===== src/rtl/vga_timing_pkg.sv =====
// Shared 640x480 timing constants and the decoder lock-state encoding.
package vga_timing_pkg;

    localparam int H_TOTAL  = 800;
    localparam int H_SYNC   = 96;
    localparam int H_ACTIVE = 640;
    localparam int H_FRONT  = 16;
    localparam int H_BACK   = 48;

    localparam int V_TOTAL  = 525;
    localparam int V_SYNC   = 2;
    localparam int V_ACTIVE = 480;
    localparam int V_FRONT  = 10;
    localparam int V_BACK   = 33;

    typedef enum logic [1:0] {
        SEARCH,
        MEASURE,
        LOCKED
    } lock_state_e;

endpackage


===== src/rtl/sync_edge_detect.sv =====
// Two-stage capture of an active-low sync input with a falling-edge pulse.
module sync_edge_detect (
    input  logic clk,
    input  logic reset,
    input  logic sync_i,
    output logic low_o,
    output logic fall_o
);

    logic s1_q;
    logic s2_q;

    // Capture pipeline; both stages idle high so reset release never looks like an edge.
    always_ff @(posedge clk) begin
        if (!reset) begin
            s1_q <= 1'b1;
            s2_q <= 1'b1;
        end else begin
            s1_q <= sync_i;
            s2_q <= s1_q;
        end
    end

    assign low_o  = !s1_q;
    assign fall_o = s2_q && !s1_q;

endmodule


===== src/rtl/vga_sync_decoder.sv =====
// Recovers pixel coordinates and line/frame boundaries from VGA sync/bright,
// measures line timing against nominal values and reports lock and errors.
//
// state   | meaning
// SEARCH  | no reference h_sync fall yet; line length unknown
// MEASURE | counting consecutive conforming lines towards lock
// LOCKED  | timing conforms; violations pulse err_line
module vga_sync_decoder #(
    parameter int H_TOTAL    = vga_timing_pkg::H_TOTAL,
    parameter int H_SYNC     = vga_timing_pkg::H_SYNC,
    parameter int H_ACTIVE   = vga_timing_pkg::H_ACTIVE,
    parameter int LOCK_LINES = 4,
    parameter int CNT_W      = 16
) (
    input  logic             clk,
    input  logic             reset,
    input  logic             h_sync,
    input  logic             v_sync,
    input  logic             bright,
    output logic [CNT_W-1:0] pix_x,
    output logic [CNT_W-1:0] pix_y,
    output logic             pix_valid,
    output logic             line_start,
    output logic             frame_start,
    output logic             locked,
    output logic [CNT_W-1:0] line_period,
    output logic             err_line
);
    import vga_timing_pkg::*;

    localparam logic [CNT_W-1:0] TOTAL_C   = CNT_W'(H_TOTAL);
    localparam logic [CNT_W-1:0] SYNC_C    = CNT_W'(H_SYNC);
    localparam logic [CNT_W-1:0] ACTIVE_C  = CNT_W'(H_ACTIVE);
    localparam logic [CNT_W-1:0] TIMEOUT_C = CNT_W'(2 * H_TOTAL);
    localparam logic [CNT_W-1:0] LOCK_C    = CNT_W'(LOCK_LINES);
    localparam logic [CNT_W-1:0] ONES_C    = '1;
    localparam logic [CNT_W-1:0] ZERO_C    = '0;

    logic h_low, h_fall, v_fall, v_low_unused;
    logic br_s1_q, br_s2_q;
    logic [CNT_W-1:0] h_cnt_q, h_cnt_d;
    logic [CNT_W-1:0] hs_w_q, hs_w_d;
    logic [CNT_W-1:0] act_w_q, act_w_d;
    logic [CNT_W-1:0] pix_x_q, pix_x_d;
    logic [CNT_W-1:0] pix_y_q, pix_y_d;
    logic [CNT_W-1:0] line_period_q, line_period_d;
    logic [CNT_W-1:0] match_q, match_d, match_inc;
    logic [CNT_W-1:0] line_len;
    logic             line_start_q, frame_start_q, err_q, err_d;
    logic             conform, timeout, pix_valid_c;
    lock_state_e      state_q, state_d;

    sync_edge_detect u_hs (
        .clk    (clk),
        .reset  (reset),
        .sync_i (h_sync),
        .low_o  (h_low),
        .fall_o (h_fall)
    );

    sync_edge_detect u_vs (
        .clk    (clk),
        .reset  (reset),
        .sync_i (v_sync),
        .low_o  (v_low_unused),
        .fall_o (v_fall)
    );

    // Line measurement, coordinate counters and the conformance verdict.
    always_comb begin
        line_len    = h_cnt_q + 1'b1;
        conform     = (line_len == TOTAL_C) && (hs_w_q == SYNC_C)
                      && ((act_w_q == ZERO_C) || (act_w_q == ACTIVE_C));
        timeout     = !h_fall && (state_q != SEARCH) && (h_cnt_q == TIMEOUT_C);
        pix_valid_c = br_s2_q && (state_q == LOCKED);
        match_inc   = match_q + 1'b1;

        h_cnt_d = (h_cnt_q == ONES_C) ? h_cnt_q : h_cnt_q + 1'b1;
        hs_w_d  = (h_low && hs_w_q != ONES_C) ? hs_w_q + 1'b1 : hs_w_q;
        act_w_d = (br_s2_q && act_w_q != ONES_C) ? act_w_q + 1'b1 : act_w_q;
        pix_x_d = (pix_valid_c && pix_x_q != ONES_C) ? pix_x_q + 1'b1 : pix_x_q;
        pix_y_d = pix_y_q;
        line_period_d = line_period_q;

        if (h_fall) begin
            // The fall cycle already belongs to the new line.
            h_cnt_d = ZERO_C;
            hs_w_d  = {{(CNT_W-1){1'b0}}, h_low};
            act_w_d = {{(CNT_W-1){1'b0}}, br_s2_q};
            pix_x_d = ZERO_C;
            if (act_w_q != ZERO_C) begin
                pix_y_d = pix_y_q + 1'b1;
            end
            if (state_q != SEARCH) begin
                line_period_d = line_len;
            end
        end
        if (v_fall) begin
            pix_y_d = ZERO_C;
        end
    end

    // Lock FSM: next state, match counter and error pulse.
    always_comb begin
        state_d = state_q;
        match_d = match_q;
        err_d   = 1'b0;
        unique case (state_q)
            SEARCH: begin
                if (h_fall) begin
                    state_d = MEASURE;
                    match_d = ZERO_C;
                end
            end
            MEASURE: begin
                if (h_fall) begin
                    if (conform) begin
                        match_d = match_inc;
                        if (match_inc == LOCK_C) begin
                            state_d = LOCKED;
                        end
                    end else begin
                        match_d = ZERO_C;
                    end
                end else if (timeout) begin
                    state_d = SEARCH;
                    match_d = ZERO_C;
                end
            end
            LOCKED: begin
                if (h_fall) begin
                    if (!conform) begin
                        err_d   = 1'b1;
                        state_d = MEASURE;
                        match_d = ZERO_C;
                    end
                end else if (timeout) begin
                    err_d   = 1'b1;
                    state_d = SEARCH;
                    match_d = ZERO_C;
                end
            end
            default: begin
                state_d = SEARCH;
                match_d = ZERO_C;
            end
        endcase
    end

    // Lock state register.
    always_ff @(posedge clk) begin
        if (!reset) begin
            state_q <= SEARCH;
        end else begin
            state_q <= state_d;
        end
    end

    // Datapath registers and registered pulses.
    always_ff @(posedge clk) begin
        if (!reset) begin
            br_s1_q       <= 1'b0;
            br_s2_q       <= 1'b0;
            h_cnt_q       <= '0;
            hs_w_q        <= '0;
            act_w_q       <= '0;
            pix_x_q       <= '0;
            pix_y_q       <= '0;
            line_period_q <= '0;
            match_q       <= '0;
            line_start_q  <= 1'b0;
            frame_start_q <= 1'b0;
            err_q         <= 1'b0;
        end else begin
            br_s1_q       <= bright;
            br_s2_q       <= br_s1_q;
            h_cnt_q       <= h_cnt_d;
            hs_w_q        <= hs_w_d;
            act_w_q       <= act_w_d;
            pix_x_q       <= pix_x_d;
            pix_y_q       <= pix_y_d;
            line_period_q <= line_period_d;
            match_q       <= match_d;
            line_start_q  <= h_fall;
            frame_start_q <= v_fall;
            err_q         <= err_d;
        end
    end

    assign pix_x       = pix_x_q;
    assign pix_y       = pix_y_q;
    assign pix_valid   = pix_valid_c;
    assign line_start  = line_start_q;
    assign frame_start = frame_start_q;
    assign locked      = (state_q == LOCKED);
    assign line_period = line_period_q;
    assign err_line    = err_q;

endmodule


===== config.mk =====
export PLATFORM = sky130hd
export DESIGN_NAME = vga_sync_decoder
export DESIGN_NICKNAME = d
export VERILOG_FILES = /design/src/rtl/vga_timing_pkg.sv /design/src/rtl/sync_edge_detect.sv /design/src/rtl/vga_sync_decoder.sv
export SDC_FILE = /design/constraint.sdc
export NUM_CORES = 1
export LEC_CHECK = 0
export ABC_AREA = 1
export BUFFER_PORTS_ARGS = -buffer_cell sky130_fd_sc_hd__buf_2
export CAP_MARGIN = 25
export CORE_ASPECT_RATIO = 0.8
export CORE_MARGIN = 2
export CORE_UTILIZATION = 60
export CTS_CLUSTER_DIAMETER = 50
export CTS_CLUSTER_SIZE = 24
export DETAILED_ROUTE_END_ITERATION = 6
export GPL_TIMING_DRIVEN = 0
export PLACE_DENSITY = 0.77
export SLEW_MARGIN = 5
export SYNTH_ARGS = -nofsm -noshare
export SYNTH_HDL_FRONTEND = slang
export SYNTH_HIERARCHICAL = 1
export SYNTH_SLANG_ARGS = --single-unit

===== constraint.sdc =====
create_clock -name clk -period 2.8 [get_ports clk]
set_input_delay 0.28 -clock clk [delete_from_list [all_inputs] [get_ports clk]]
set_output_delay 0.28 -clock clk [all_outputs]
set_load 0.02 [all_outputs]

[Word-level counts from Yosys, hierarchy flattened]
Cells that the tools add are included.
Widths: inputs -> output; s select.
Cells by class
  add/sub/neg operators: 6
  muxes and demuxes: 22
  reduce and logical (&&, ||, !) cells: 27
  bitwise operators: 1
  eq/ne operators: 15
Operator list (number)
  $add 16x1->16 const B: 6
  $mux 16: 6
  $ne 16x16->1 const B: 3
  $pmux 16 s3: 1
  $eq 16x10->1 const B: 2
  $eq 16x11->1 const B: 1
  $eq 16x16->1 const B: 1
  $eq 16x3->1 const B: 1
  $eq 16x7->1 const B: 1
  $logic_not 16->1: 1
  $reduce_bool 16->1: 1
  $mux 2: 7
  $logic_and 1x1->1: 10
  $ne 3x3->1 const B: 3
  $reduce_and 2->1: 4
  $mux 1: 7
  $pmux 2 s3: 1
  $reduce_bool 2->1: 3
  $reduce_and 4->1: 1
  $reduce_or 2->1: 2
  $logic_not 1->1: 3
  $eq 2x1->1 const B: 1
  $eq 2x2->1 const B: 1
  $logic_not 2->1: 1
  3 further kinds: 3
Word-level totals
  logic and storage cells: 90
  input port bits: 5
  register bits after elaboration: 123

[Logic depth before layout (Yosys ltp)]
  depth in word-level cells: 8
  mapped depth: 17
  depth with buffers taken out: 17

[Modules after synthesis]
Netlist, hierarchy kept.
Modules (own cells, without submodules)
  vga_sync_decoder: instances 1, cells each 1007, area an instance 6513.7 sq um
  sync_edge_detect: instances 2, cells each 8, area an instance 65.1 sq um

[Least setup slack after synthesis]
Ideal clock, no wire load.
  kind: register to register
  start point: register state_q[0]
  end point: register pix_x_q[14] (netlist: pix_x[14])
  stages on the path, launching flop included: 13
  path buffers: 0
  data required time: 2.730 ns
  arrival time: 1.913 ns
  setup slack: 0.817 ns
  cells stage by stage: dfxtp_1 inv_1 ha_1 nand2_1 inv_1 nand2_1 inv_1 nand2_1 inv_1 nand2_1 nor3_1 o21ai_0 a21oi_1
On the way
  longest elaborated chain between the ends: 3
Ends and longest elaborated chain
  start: declaration: line vga_sync_decoder.sv:51  | lock_state_e state_q, state_d;
  start signal: assignment: line vga_sync_decoder.sv:155  | state_q <= state_d;
  $eq 2x2->1
  via locked: line vga_sync_decoder.sv:25  | output logic locked,
  $logic_and 1x1->1: line vga_sync_decoder.sv:75  | pix_valid_c = br_s2_q && (state_q == LOCKED);
  via pix_valid: line vga_sync_decoder.sv:22  | output logic pix_valid,
  $logic_and 1x1->1: line vga_sync_decoder.sv:81  | pix_x_d = (pix_valid_c && pix_x_q != ONES_C) ? pix_x_q + 1'b1 : pix_x_q;
  end signal: assignment: line vga_sync_decoder.sv:180  | pix_x_q <= pix_x_d;
  end: declaration: line vga_sync_decoder.sv:44  | logic [CNT_W-1:0] pix_x_q, pix_x_d;
The timed path passes the listed nets, and every way through them passes these cells.
A chain may end at the register's enable or synchronous reset.

[Final worst setup path]
  start point: register state_q[0]
  end point: register pix_x_q[15] (netlist: pix_x[15])
On the way
  longest elaborated chain between the ends: 3
Ends and longest elaborated chain (line)
  $eq 2x2->1: vga_sync_decoder.sv:75
  $logic_and 1x1->1: vga_sync_decoder.sv:75
  $logic_and 1x1->1: vga_sync_decoder.sv:81
No other way between the ends.

==> load_flow_metrics.sql <==
INSERT INTO impl_metrics (metric_group, metric, value, unit) VALUES
('place', 'io_buffer_count', '57', ''),
('global_routing', 'grt_max_degree', '17', ''),
('floorplan', 'fp.dieArea', '11900', 'um^2'),
('timing', 'post-route-min-period', '2490', 'ps'),
('timing', 'setup_repair_after_global_routing_missed_its_margin', 'false', ''),
('cts', 'cts_hold_repair.buffers', '0', ''),
('setup_path', 'critical_path.startpoint_type', 'flop', ''),
('drt', 'ant_nets', '0', ''),
('place', 'routabilityCongestion', '0.955', ''),
('global_routing', 'first_pass_grt_wire_length', '29000', 'um'),
('power', 'power-per-cell-area', '618', 'nW/um^2'),
('finish', 'final_nets', '1118', ''),
('synthesis', 'synth_area', '6640', 'um^2'),
('finish', 'multiInputGateArea', '3470', 'um^2'),
('synthesis', 'combinational_family_with_the_most_area_after_synthesis', 'simple AND/OR/NAND/NOR gates', ''),
('floorplan', 'chipHeight', '98.1', 'um'),
('setup_path', 'worst_ep_arrival_time', '2780', 'ps'),
('timing', 'clock.fmax', '401', 'MHz'),
('setup_path', 'crit_fanout', '10', ''),
('floorplan', 'die_width', '122', 'um'),
('finish', 'filler_cell_count', '942', ''),
('timing', 'final_max_slew_viol_count', '0', ''),
('drt', 'via_count', '6759', ''),
('cts', 'htree_num_levels', '4', ''),
('finish', 'drive_above_1_share', '10.1', '%'),
('synthesis', 'synth_flop_cell', 'sky130_fd_sc_hd__dfxtp_1', ''),
('timing', 'final.hold.worst_slack', '49.3', 'ps'),
('floorplan', 'count_of_standard_cell_rows', '34', ''),
('drt', 'wl', '17200', 'um'),
('timing', 'setup_tns_after_final_layout', '0', 'ps'),
('synthesis', 'synthXorXnorAreaFrac', '1.45', '%'),
('synthesis', 'synth_compound_gate_area_share', '13.9', '%'),
('synthesis', 'flip_flop_and_latch_count_after_synthesis', '123', ''),
('synthesis', 'yosys.area.top_type', 'sky130_fd_sc_hd__dfxtp_1', ''),
('cts', 'cts_tree', 'built', ''),
('drt', 'detailedRoute.firstPassIterationCount', '5', ''),
('setup_path', 'worstPathRequired', '3090', 'ps'),
('floorplan', 'fp.coreArea', '10800', 'um^2'),
('finish', 'stdcell_count', '1256', ''),
('finish', 'layout.core_utilization', '71.0', '%'),
('place', 'place.detailed.hpwl', '12400', 'um'),
('power', 'p_leak', '0.00338', 'uW'),
('min_path', 'hp_class', 'input pin to flop', ''),
('cts', 'cts.repair.resized', '0', ''),
('cts', 'buffer_count_from_post_cts_setup_fixing', '0', ''),
('synthesis', 'avgSynthCellArea', '6.49', 'um^2'),
('synthesis', 'ys_top_cells_by_area', 'sky130_fd_sc_hd__dfxtp_1 (37%), sky130_fd_sc_hd__nand2_1 (13%), sky130_fd_sc_hd__inv_1 (8.7%)', ''),
('drt', 'initialDrtViolationCount', '600', ''),
('cts', 'clk_pin_slew_worst_paths', '60', 'ps'),
('synthesis', 'synth_cells', '1023', ''),
('timing', 'clock-skew-final', '7.81', 'ps'),
('synthesis', 'synth.most_common_cell', 'sky130_fd_sc_hd__nand2_1', ''),
('setup_path', 'critical_path.endpoint_type', 'flop', ''),
('synthesis', 'synth_warnings', '6', ''),
('finish', 'layout-area-overhead-vs-synth', '15.9', '%'),
('timing', 'layout_setup_ws', '309', 'ps'),
('run_status', 'outcome', 'completed', ''),
('global_routing', 'grt_use_total', '30.3', '%'),
('drt', 'detail_route.wl_per_cell', '13.7', 'um'),
('flow_run', 'cap_violations', '0', ''),
('place', 'placed_cells', '1224', ''),
('timing', 'max_slew_margin', '43.2', '%'),
('synthesis', 'netlist-cell-type-count', '37', ''),
('timing', 'report.final.hold_viol_count', '0', ''),
('timing', 'fin_crit_sh', '89.0', '%'),
('cts', 'clock_buffer_depth', '2', ''),
('synthesis', 'synthMuxAreaShare', '0', '%'),
('drt', 'drc', '0', ''),
('setup_path', 'kind_of_critical_path', 'flop to flop', ''),
('drt', 'viasPerCell', '5.38', ''),
('timing', 'report.final.setup_viol', '0', '');
## power breakdown
part | total [uW] | switching, uW | internal, uW | leakage (uW)
registers | 1880 | 58.6 | 1820 | 0.000995
clock network | 2180 | 850 | 1330 | 0.000282
logic | 697 | 506 | 192 | 0.00210
## layout by cell type, fill, tap and decap left out, types with 3 or more instances in the layout
| cell | netlist | routed |
|---|---|---|
| sky130_fd_sc_hd__nand2_1 | 235 | 235 |
| sky130_fd_sc_hd__inv_1 | 154 | 154 |
| sky130_fd_sc_hd__dfxtp_1 | 123 | 123 |
| sky130_fd_sc_hd__nor2_1 | 118 | 118 |
| sky130_fd_sc_hd__a21oi_1 | 81 | 81 |
| sky130_fd_sc_hd__nand3_1 | 78 | 78 |
| sky130_fd_sc_hd__buf_2 | 4 | 61 |
| sky130_fd_sc_hd__o21ai_0 | 58 | 58 |
| sky130_fd_sc_hd__nand4_1 | 35 | 35 |
| sky130_fd_sc_hd__nor3_1 | 27 | 27 |
| sky130_fd_sc_hd__clkbuf_1 | 17 | 17 |
| sky130_fd_sc_hd__clkbuf_16 | 0 | 17 |
| sky130_fd_sc_hd__ha_1 | 14 | 14 |
| sky130_fd_sc_hd__xor2_1 | 9 | 9 |
| sky130_fd_sc_hd__o211ai_1 | 9 | 9 |
| sky130_fd_sc_hd__nor4_1 | 6 | 6 |
| sky130_fd_sc_hd__nand3b_1 | 5 | 5 |
| sky130_fd_sc_hd__o21a_1 | 5 | 5 |
| sky130_fd_sc_hd__nor3b_1 | 5 | 5 |
| sky130_fd_sc_hd__a31oi_1 | 5 | 5 |
| sky130_fd_sc_hd__clkinv_2 | 0 | 4 |
| sky130_fd_sc_hd__clkinv_1 | 3 | 3 |
| sky130_fd_sc_hd__o21bai_1 | 3 | 3 |
| sky130_fd_sc_hd__or2_2 | 3 | 3 |
| sky130_fd_sc_hd__inv_2 | 3 | 3 |
| sky130_fd_sc_hd__nand2_2 | 3 | 3 |
| sky130_fd_sc_hd__clkinv_4 | 0 | 3 |
| sky130_fd_sc_hd__clkinvlp_4 | 0 | 3 |
## critical path, cell delays in order, from the launching register on
cell                      delay, ps
sky130_fd_sc_hd__dfxtp_1        350
sky130_fd_sc_hd__inv_1          100
sky130_fd_sc_hd__ha_1           420
sky130_fd_sc_hd__nand2_1        170
sky130_fd_sc_hd__inv_1          120
sky130_fd_sc_hd__nand2_1        210
sky130_fd_sc_hd__nor4_1         550
sky130_fd_sc_hd__nand4_1        190
sky130_fd_sc_hd__xor2_1         200
sky130_fd_sc_hd__nor2_1          50
## area by class of cell
class	instances	area share (%)
multi-input combinational	715	45.1
sequential	123	32.0
inverter	160	7.80
clock buffer	18	5.70
timing repair buffer	57	3.71
tap	144	2.34
clock inverter	14	1.90
buffer	25	1.48
## registers in the layout, summed over array words and instances, names as in the netlist
name / flops
u_hs/s1_q: 1
pix_x: 16
match_q: 16
u_vs/s2_q: 1
u_hs/s2_q: 1
err_line: 1
line_period: 16
line_start: 1
frame_start: 1
h_cnt_q: 16
br_s1_q: 1
pix_y: 16
br_s2_q: 1
act_w_q: 16
u_vs/s1_q: 1
hs_w_q: 16
state_q: 2
## worst paths after layout
| path | slack, ps | start | end | depth (start not counted) |
|---|---|---|---|---|
| hold / removal | 50 | h_sync | u_hs/s1_q | 3 |
| setup / recovery | 310 | state_q[0] | pix_x[15] | 9 |
| setup reg to reg | 310 | state_q[0] | pix_x[15] | 9 |
| hold reg to reg | 430 | br_s1_q | br_s2_q | 2 |
## routing by layer
| layer | vias up | part of all wire, % | track usage (%) |
|---|---|---|---|
| met5 | - | 0 | 0 |
| met3 | 26 | 6.8 | 5.96 |
| met2 | 232 | 42 | 44.3 |
| met4 | 0 | 1.6 | 10.3 |
| li1 | 3479 | - | - |
| met1 | 3022 | 49 | 44.6 |
## cells by family (layout without fill, tap and decap cells)
kind of cell,after synthesis,in the layout
DFF,123,123
adders and majority gates,14,14
xor gates and xnor gates,11,11
AOI/OAI and AO/OA,169,169
buffers and inverters,185,274
and+or+nand+nor,521,521
## per-stage QoR
step / total power (uW) / instance area (um^2)
floorplan: 2380 / 6640
global placement: 2590 / 7110
detailed placement: 2590 / 7110
CTS: 4760 / 7690
global route: 4950 / 7700
finish: 4760 / 7700
(Power assumes the default switching activity.)
